`src/rtl/afifo_frame_unpacker.sv`:
```
// Read-side frame unpacker: hunts for SOF, validates LEN and XOR checksum, and packs
// payload bytes little-endian into OUT_BYTES-wide words on a valid/ready master port.
module afifo_frame_unpacker #(
   parameter int               WIDTH     = 8,
   parameter int               OUT_BYTES = 4,
   parameter logic [WIDTH-1:0] SOF       = 8'hA5,
   parameter int               MAX_LEN   = 64,
   parameter int               CNT_W     = 16
) (
   input  logic                       clk_r,
   input  logic                       rst_r,
   input  logic                       rempty,
   input  logic [WIDTH-1:0]           rdata,
   output logic                       pop,
   output logic [OUT_BYTES*WIDTH-1:0] m_data,
   output logic [OUT_BYTES-1:0]       m_keep,
   output logic                       m_valid,
   input  logic                       m_ready,
   output logic                       m_last,
   output logic                       m_err,
   output logic                       frame_err,
   output logic [CNT_W-1:0]           frame_cnt,
   output logic [CNT_W-1:0]           drop_cnt
);

   localparam int LANE_W = $clog2(OUT_BYTES);
   localparam int IDX_W  = $clog2(OUT_BYTES + 1);

   typedef enum logic [1:0] {IDLE, LEN, PAY, CSUM} state_t;

   state_t                            state;
   logic [OUT_BYTES-1:0][WIDTH-1:0]   part_q;
   logic [OUT_BYTES-1:0][WIDTH-1:0]   word_n;
   logic [IDX_W-1:0]                  idx;
   logic [7:0]                        remain;
   logic [WIDTH-1:0]                  xsum;
   logic [OUT_BYTES-1:0]              keep_n;

   // Never consume while an unaccepted word sits in the output register.
   assign pop = rst_r && !rempty && (!m_valid || m_ready);

   always_comb begin
      word_n = part_q;
      word_n[idx[LANE_W-1:0]] = rdata;
   end

   // idx holds the number of lanes filled once the frame's payload is complete.
   always_comb begin
      keep_n = '0;
      for (int i = 0; i < OUT_BYTES; i++)
         keep_n[i] = (IDX_W'(i) < idx);
   end

   always_ff @(posedge clk_r or negedge rst_r) begin
      if (!rst_r) begin
         state     <= IDLE;
         part_q    <= '0;
         idx       <= '0;
         remain    <= '0;
         xsum      <= '0;
         m_data    <= '0;
         m_keep    <= '0;
         m_valid   <= 1'b0;
         m_last    <= 1'b0;
         m_err     <= 1'b0;
         frame_err <= 1'b0;
         frame_cnt <= '0;
         drop_cnt  <= '0;
      end else begin
         frame_err <= 1'b0;
         if (m_valid && m_ready) begin
            m_valid <= 1'b0;
            m_last  <= 1'b0;
            m_err   <= 1'b0;
         end
         if (pop) begin
            case (state)
               IDLE: begin
                  if (rdata == SOF) state <= LEN;
                  else              drop_cnt <= drop_cnt + CNT_W'(1);
               end
               LEN: begin
                  if (rdata == '0 || rdata > WIDTH'(MAX_LEN)) begin
                     frame_err <= 1'b1;
                     state     <= IDLE;
                  end else begin
                     remain <= rdata;
                     xsum   <= rdata;
                     idx    <= '0;
                     part_q <= '0;
                     state  <= PAY;
                  end
               end
               PAY: begin
                  xsum   <= xsum ^ rdata;
                  remain <= remain - 8'd1;
                  if (remain == 8'd1) begin
                     // Final word waits for the checksum so m_last/m_err ride with it.
                     part_q <= word_n;
                     idx    <= idx + IDX_W'(1);
                     state  <= CSUM;
                  end else if (idx == IDX_W'(OUT_BYTES - 1)) begin
                     m_data  <= word_n;
                     m_keep  <= '1;
                     m_valid <= 1'b1;
                     m_last  <= 1'b0;
                     m_err   <= 1'b0;
                     part_q  <= '0;
                     idx     <= '0;
                  end else begin
                     part_q <= word_n;
                     idx    <= idx + IDX_W'(1);
                  end
               end
               CSUM: begin
                  m_data  <= part_q;
                  m_keep  <= keep_n;
                  m_valid <= 1'b1;
                  m_last  <= 1'b1;
                  m_err   <= (rdata != xsum);
                  if (rdata == xsum) frame_cnt <= frame_cnt + CNT_W'(1);
                  part_q  <= '0;
                  idx     <= '0;
                  state   <= IDLE;
               end
            endcase
         end
      end
   end

endmodule

```
`config.mk`:
```
export PLATFORM = sky130hd
export DESIGN_NAME = afifo_frame_unpacker
export DESIGN_NICKNAME = d
export VERILOG_FILES = /design/src/rtl/afifo_frame_unpacker.sv
export SDC_FILE = /design/constraint.sdc
export NUM_CORES = 1
export LEC_CHECK = 0
export CORE_MARGIN = 5
export CORE_UTILIZATION = 59
export CTS_BUF_LIST = sky130_fd_sc_hd__clkbuf_8 sky130_fd_sc_hd__clkbuf_16
export CTS_CLUSTER_DIAMETER = 150
export DETAILED_ROUTE_END_ITERATION = 7
export HOLD_SLACK_MARGIN = 0.05
export PLACE_DENSITY = 0.85
export SETUP_SLACK_MARGIN = 0.2
export SYNTH_ARGS = -nofsm -noshare
export SYNTH_HDL_FRONTEND = slang
export SYNTH_SLANG_ARGS = --single-unit
```
`constraint.sdc`:
```
create_clock -name clk_r -period 4.8 [get_ports clk_r]
set_input_delay 1.44 -clock clk_r [delete_from_list [all_inputs] [get_ports clk_r]]
set_output_delay 1.44 -clock clk_r [all_outputs]
set_load 0.1 [all_outputs]
```
==> metrics.md, run 1 <==
| Metric | Value |
|---|---|
| Clock power frac | `0.419` |
| Least-Margin Pin Slew | `1010 ps` |
| CP Max Fanout | `5` |
| GRT Total Usage | `0.245` |
| Status | `finished clean` |
| R2R depth | `6` |
| Post-Syn Nets | `564` |
| # nets final | `645` |
| First-pass GRT wire length | `24400 um` |
| Die X | `approximately 110 um` |
| Fillers | `638` |
| CP Capture Type | `output port` |
| Vias per cell | `~6.0` |
| Post-synthesis cell area | `5990 um^2` |
| R2R Path Start | `remain[2]` |
| Worst EP arrival | `2610 ps` |
| Final worst path period share | `0.844` |
| Layout cells sized above 1 | `0.108` |
| Worst-case hold path end point | `frame_cnt[15]` |
| Final slew viol count | `0` |
| Post-cts sizing count | `0` |
| Area occupied by multi-input gates | `2670 um^2` |
| Clk sink count | `125` |
| Int Power | `roughly 2100 uW` |
| Die Span Y | `111 um` |
| Starting Density | `0.610` |
| FFs w/ async S/R, synth | `1.00` |
| Area Overhead vs Synth | `26.1%` |
| DR WL/cell | `approximately 19 um` |
| Io pins | `85` |
| Switching share of power | `0.302` |
| Min cycle time layout | `between 4000 and 5000 ps` |
| Rel. slew slack | `0.324` |
| Hold Vio Cnt, Final | `0` |
| RSZ-0062 raised after global routing | `no` |
| Cell area power density | `402 nW/um^2` |
| Hold Path Class | `flip-flop to flip-flop` |
| Grt ovf | `0` |
| Combinational Power Share | `0.190` |
| Syn_area_per_cell | `roughly 11 um^2` |
| Synth Flop Type | `dfrtp_1` |
| Crit start category | `primary input` |
| Die Area | `12300 um^2` |
| DRC | `0` |
| Antenna-violating nets left | `0` |
| # port buffers | `84` |
| CTS Hold Bufs | `0` |
| Max-Cap Viols | `0` |
| Clock Path Buffers | `2` |
| Area post-placement | `6960 um^2` |
| Clock Skews | `~8.4 ps` |
| Achievable Freq | `0.247 GHz` |
| Clk root buf | `clkbuf_8` |
| CTS Buf Count | `17` |
| Setup CP Type | `primary input to output port` |
| Setup violations, final | `0` |
| Seq/Total Area, Yosys | `0.522` |
| Initial antenna violation count | `0` |
| Routed vias | `4609` |
| Routability cong. | `0.867` |
| Routed WL | `between 10000 and 15000 um` |
| Clk_lat worst skew | `520 ps` |
| Post-CTS Setup Bufs | `0` |
| Largest net degree at the start of global routing | `75` |
| Max VDD drop | `221 uV` |
| Post-synthesis cell type count | `55` |
| Final instance area | `between 7000 and 8000 um^2` |
| Ant diodes | `0` |
| Crit Reg-Reg Endpoint | `m_data[1]` |
| Post-synth EDFFs | `0` |
| CTS H-Tree Depth | `4` |
| Most common cell after layout, fill and taps aside | `dfrtp_1` |
| Most frequent cells in the layout | `125 x dfrtp_1, 82 x clkdlybuf4s50_1, 50 x nand2_1` |
| Core ar. | `9820 um^2` |
| Worst hold stages | `1` |
| Pleak | `0.00330 uW` |
| FF+latch count, synth | `125` |
| R2R Setup Slk | `2170 ps` |
| Hold path startpoint | `frame_cnt[15]` |
| Placement row count | `36` |
| Sequential Power Share | `0.391` |
| Yosys warning count | `0` |
| HPWL after DPL | `9470 um` |
| CTS tree | `done` |
| Switching pwr | `slightly above 900 uW` |
| Vias in the first global route | `4777` |
| Clk slew on worst S/H paths | `around 50 ps` |
| Initial DRC count | `between 400 and 500` |
| First-pass iteration count of the detailed router | `5` |
| Hold slack | `477 ps` |
| Reg area | `3130 um^2` |
| Critical path required time | `about 3400 ps` |
| Setup tns final | `0 ps` |
| Synthesized instance count | `between 500 and 600` |
## critical path: stages
cell             delay, ps
clkdlybuf4s50_1        500
nand2b_1               180
nand2_1                170
inv_2                  140
buf_12                 180
## kinds of logic (layout without fill, tap and decap cells)
group | after synthesis | after routing | share of synthesized area
mux | 35 | 35 | 0.0591
compound gates | 119 | 119 | 0.163
flops | 125 | 125 | 0.522
simple gates | 169 | 169 | 0.150
fa+ha+maj | 8 | 8 | 0.0167
xor+xnor | 38 | 38 | 0.0556
buf+inv | 50 | 143 | 0.0332
## final cells by class
class / instances / area share
Sequential cell: 125 / 0.414
Multi-Input combinational cell: 369 / 0.354
Timing Repair Buffer: 95 / 0.123
Clock buffer: 21 / 0.0622
Tap cell: 133 / 0.0220
Clock inverter: 10 / 0.0161
Inverter: 17 / 0.00845
## worst max path at each step
stage	startpoint	to	slack [ps]	depth (start not counted)
floorplan	rst_r	pop	1110	3
global placement	m_ready	pop	770	5
detailed placement	m_ready	pop	760	5
CTS	m_ready	pop	750	5
global route	m_ready	pop	670	5
finish	m_ready	pop	750	5
## cells in the mapped netlist (3+ instances only)
| library cell | n | share of area |
|---|---|---|
| nand2_1 | 50 | 0.031 |
| a211oi_2 | 7 | 0.015 |
| nand2b_1 | 3 | 0.0031 |
| and2_1 | 8 | 0.0084 |
| nand4_1 | 14 | 0.015 |
| inv_1 | 16 | 0.010 |
| and4_1 | 4 | 0.0059 |
| nand3_1 | 22 | 0.018 |
| a21o_1 | 3 | 0.0038 |
| nor3_2 | 5 | 0.0084 |
| o21ai_0 | 5 | 0.0042 |
| a22o_1 | 33 | 0.048 |
| dfrtp_1 | 125 | 0.52 |
| and3_1 | 19 | 0.020 |
| ha_1 | 8 | 0.017 |
| nor2b_1 | 3 | 0.0031 |
| mux2i_1 | 32 | 0.054 |
| xor2_1 | 6 | 0.0088 |
| nor3_1 | 11 | 0.0092 |
| xnor2_1 | 32 | 0.047 |
| o21ai_1 | 35 | 0.029 |
| a311oi_1 | 5 | 0.0073 |
| o211ai_4 | 4 | 0.014 |
| clkbuf_1 | 18 | 0.011 |
| buf_2 | 9 | 0.0075 |
| nor2_1 | 18 | 0.011 |
| a21oi_1 | 11 | 0.0092 |
| buf_1 | 6 | 0.0038 |
## through the flow
| step | util | total power (uW) | std cells | worst slack, ps |
|---|---|---|---|---|
| finish | 0.769 | 3040 | 770 | 751 |
| global route | 0.769 | 3140 | 770 | 667 |
| CTS | 0.769 | 3040 | 770 | 753 |
| detailed placement | 0.709 | 1760 | 739 | 759 |
| global placement | 0.709 | 1750 | 739 | 770 |
| floorplan | - | 1600 | 544 | 1110 |
## routing by layer
metal / wire length (um) / GRT usage
met5: 0 / 0
met4: 404 / 0.114
met3: 945 / 0.0682
met2: 7140 / 0.391
met1: 5920 / 0.312
## flip-flops by register name, indices dropped and copies added, names as in the netlist, named ones only
register	cells
m_keep	4
m_valid	1
m_last	1
xsum	8
idx	3
drop_cnt	16
m_err	1
m_data	32
frame_cnt	16
part_q	32
state	1
remain	8
frame_err	1
## power by group through the flow
stage	sequential, uW	clock [uW]	combinational [uW]
6_report	1190	1270	576
5_1_grt	1190	1330	609
4_1_cts	1180	1280	578
3_5_place_dp	1200	0	567
3_3_place_gp	1190	0	553
2_1_floorplan	1380	0	225
Note: power is estimated with default switching activity, not from simulation.
==> run 2, diff against run 1 <==
--- a/config.mk
+++ b/config.mk
@@ -6,12 +6,12 @@
 export NUM_CORES = 1
 export LEC_CHECK = 0
 export CORE_MARGIN = 5
-export CORE_UTILIZATION = 59
+export CORE_UTILIZATION = 55
 export CTS_BUF_LIST = sky130_fd_sc_hd__clkbuf_8 sky130_fd_sc_hd__clkbuf_16
 export CTS_CLUSTER_DIAMETER = 150
 export DETAILED_ROUTE_END_ITERATION = 7
 export HOLD_SLACK_MARGIN = 0.05
-export PLACE_DENSITY = 0.85
+export PLACE_DENSITY = 0.8
 export SETUP_SLACK_MARGIN = 0.2
 export SYNTH_ARGS = -nofsm -noshare
 export SYNTH_HDL_FRONTEND = slang
==> constraint.sdc (replaced) <==
create_clock -name clk_r -period 3.8 [get_ports clk_r]
set_input_delay 1.14 -clock clk_r [delete_from_list [all_inputs] [get_ports clk_r]]
set_output_delay 1.14 -clock clk_r [all_outputs]
set_load 0.1 [all_outputs]
==> metrics.md, run 2 (synthesis gave the netlist of run 1 again) <==
| Metric | Value |
|---|---|
| Io pins | `85` |
| R2R depth | `5` |
| CP Launch Point | `m_ready` |
| Pleak | `0.00345 uW` |
| Cell area power density | `around 520 nW/um^2` |
| Post-cts sizing count | `0` |
| Fillers | `788` |
| CTS H-Tree Depth | `4` |
| Die X | `between 100 and 150 um` |
| GRT Total Usage | `0.238` |
| Least-Margin Pin Slew | `about 800 ps` |
| Post-CTS Setup Bufs | `0` |
| # port buffers | `84` |
| Vias in the first global route | `4835` |
| Initial DRC count | `377` |
| Top flop regs | `m_data x32, part_q x32` |
| Largest net degree at the start of global routing | `74` |
| Reg area | `3130 um^2` |
| RSZ-0062 raised after global routing | `no` |
| Initial antenna violation count | `0` |
| Setup tns final | `0 ps` |
| Final worst slack | `roughly 280 ps` |
| Area Overhead vs Synth | `24.1%` |
| CTS Hold Bufs | `0` |
| Crit start category | `primary input` |
| Grt ovf | `0` |
| Layout cells sized above 1 | `0.229` |
| First-pass iteration count of the detailed router | `5` |
| Final slew viol count | `0` |
| Final worst path period share | `0.926` |
| # nets final | `roughly 650` |
| Worst EP arrival | `2380 ps` |
| Status | `finished clean` |
| Critical path required time | `2660 ps` |
| Placement row count | `38` |
| Max VDD drop | `364 uV` |
| CP Capture Type | `output port` |
| Achievable Freq | `around 0.28 GHz` |
| Most common cell after layout, fill and taps aside | `dfrtp_1` |
| Clk slew on worst S/H paths | `about 60 ps` |
| Clock Skews | `6.81 ps` |
| DR WL/cell | `18.6 um` |
| Routed vias | `~4700` |
| Core ar. | `between 10000 and 15000 um^2` |
| Routability cong. | `between 0.8 and 0.9` |
| Max-Cap Viols | `0` |
| CTS tree | `done` |
| CP Max Fanout | `5` |
| Hold Vio Cnt, Final | `0` |
| Die Area | `13100 um^2` |
| HPWL after DPL | `9620 um` |
| Most frequent cells in the layout | `125 x dfrtp_1, 87 x buf_4, 50 x nand2_1` |
| Antenna-violating nets left | `0` |
| DP Worst Slack | `~310 ps` |
| Setup violations, final | `0` |
| CTS Buf Count | `17` |
| First-pass GRT wire length | `24600 um` |
| Starting Density | `0.557` |
| Routed WL | `14600 um` |
| Die Span Y | `114 um` |
| Worst hold stages | `1` |
| Clk root buf | `clkbuf_8` |
| Area occupied by multi-input gates | `2670 um^2` |
| Hold Path Class | `flip-flop to flip-flop` |
| Min cycle time layout | `3520 ps` |
| Setup CP Type | `primary input to output port` |
| Clk_lat worst skew | `approximately 520 ps` |
| Rel. slew slack | `0.464` |
| Vias per cell | `6.02` |
| Clock Path Buffers | `2` |
| Clk sink count | `125` |
| Ant diodes | `0` |
| Hold path startpoint | `m_keep[2]` |
| DRC | `0` |
run 2: cell count changes in the layout (fill, tap and decap cells not counted):
cell             change
buf_12               +1
buf_4               +75
clkbuf_8             -1
clkdlybuf4s50_1     -72
clkinv_2             -1
clkinvlp_4           +3
inv_1                -1
inv_6                +1
run 2: cell type report:
class / instances / area share
Multi-Input combinational cell: 369 / 0.359
Clock buffer: 20 / 0.0613
Inverter: 17 / 0.00859
Sequential cell: 125 / 0.421
Clock inverter: 12 / 0.0194
Tap cell: 140 / 0.0236
Timing Repair Buffer: 99 / 0.107
run 2: worst max-delay path, cell delays in order:
cell             delay (ps)
clkdlybuf4s50_1         500
nand2b_1                200
nand2_1                 200
inv_2                   150
buf_12                  180
run 2: routing by layer:
layer | vias to the layer above | part of all wire | GRT usage
met5 | - | 0 | 0
met4 | 0 | 0.019 | 0.0934
met3 | 25 | 0.062 | 0.0518
met2 | 168 | 0.50 | 0.388
met1 | 2379 | 0.42 | 0.313
li1 | 2133 | - | -
run 2: report_power, final:
group	leakage, uW	switching, uW	total, uW	internal (uW)
clock network	0.000296	585	1630	1040
logic	0.00143	502	708	206
registers	0.00172	87.7	1490	1400
total	0.00345	1170	3830	2660
run 2: path summary, 6_finish.rpt:
check,end,slack [ps]
max in group asynchronous,m_valid,1670
max,pop,280
min,m_keep[2],480
max reg2reg,part_q[28],1370
min reg2reg,m_keep[2],480
min in group asynchronous,frame_cnt[12],830
run 2: metrics by stage:
stage	total power, uW	utilization	cells	hold slack, ps	area, um^2
after detailed placement	2210	0.636	750	468	6830
after floorplan	2030	-	544	465	5990
final	3830	0.691	782	476	7430
after global routing	3970	0.691	782	506	7430
after CTS	3850	0.691	782	481	7430
after global placement	2200	0.636	750	461	6830
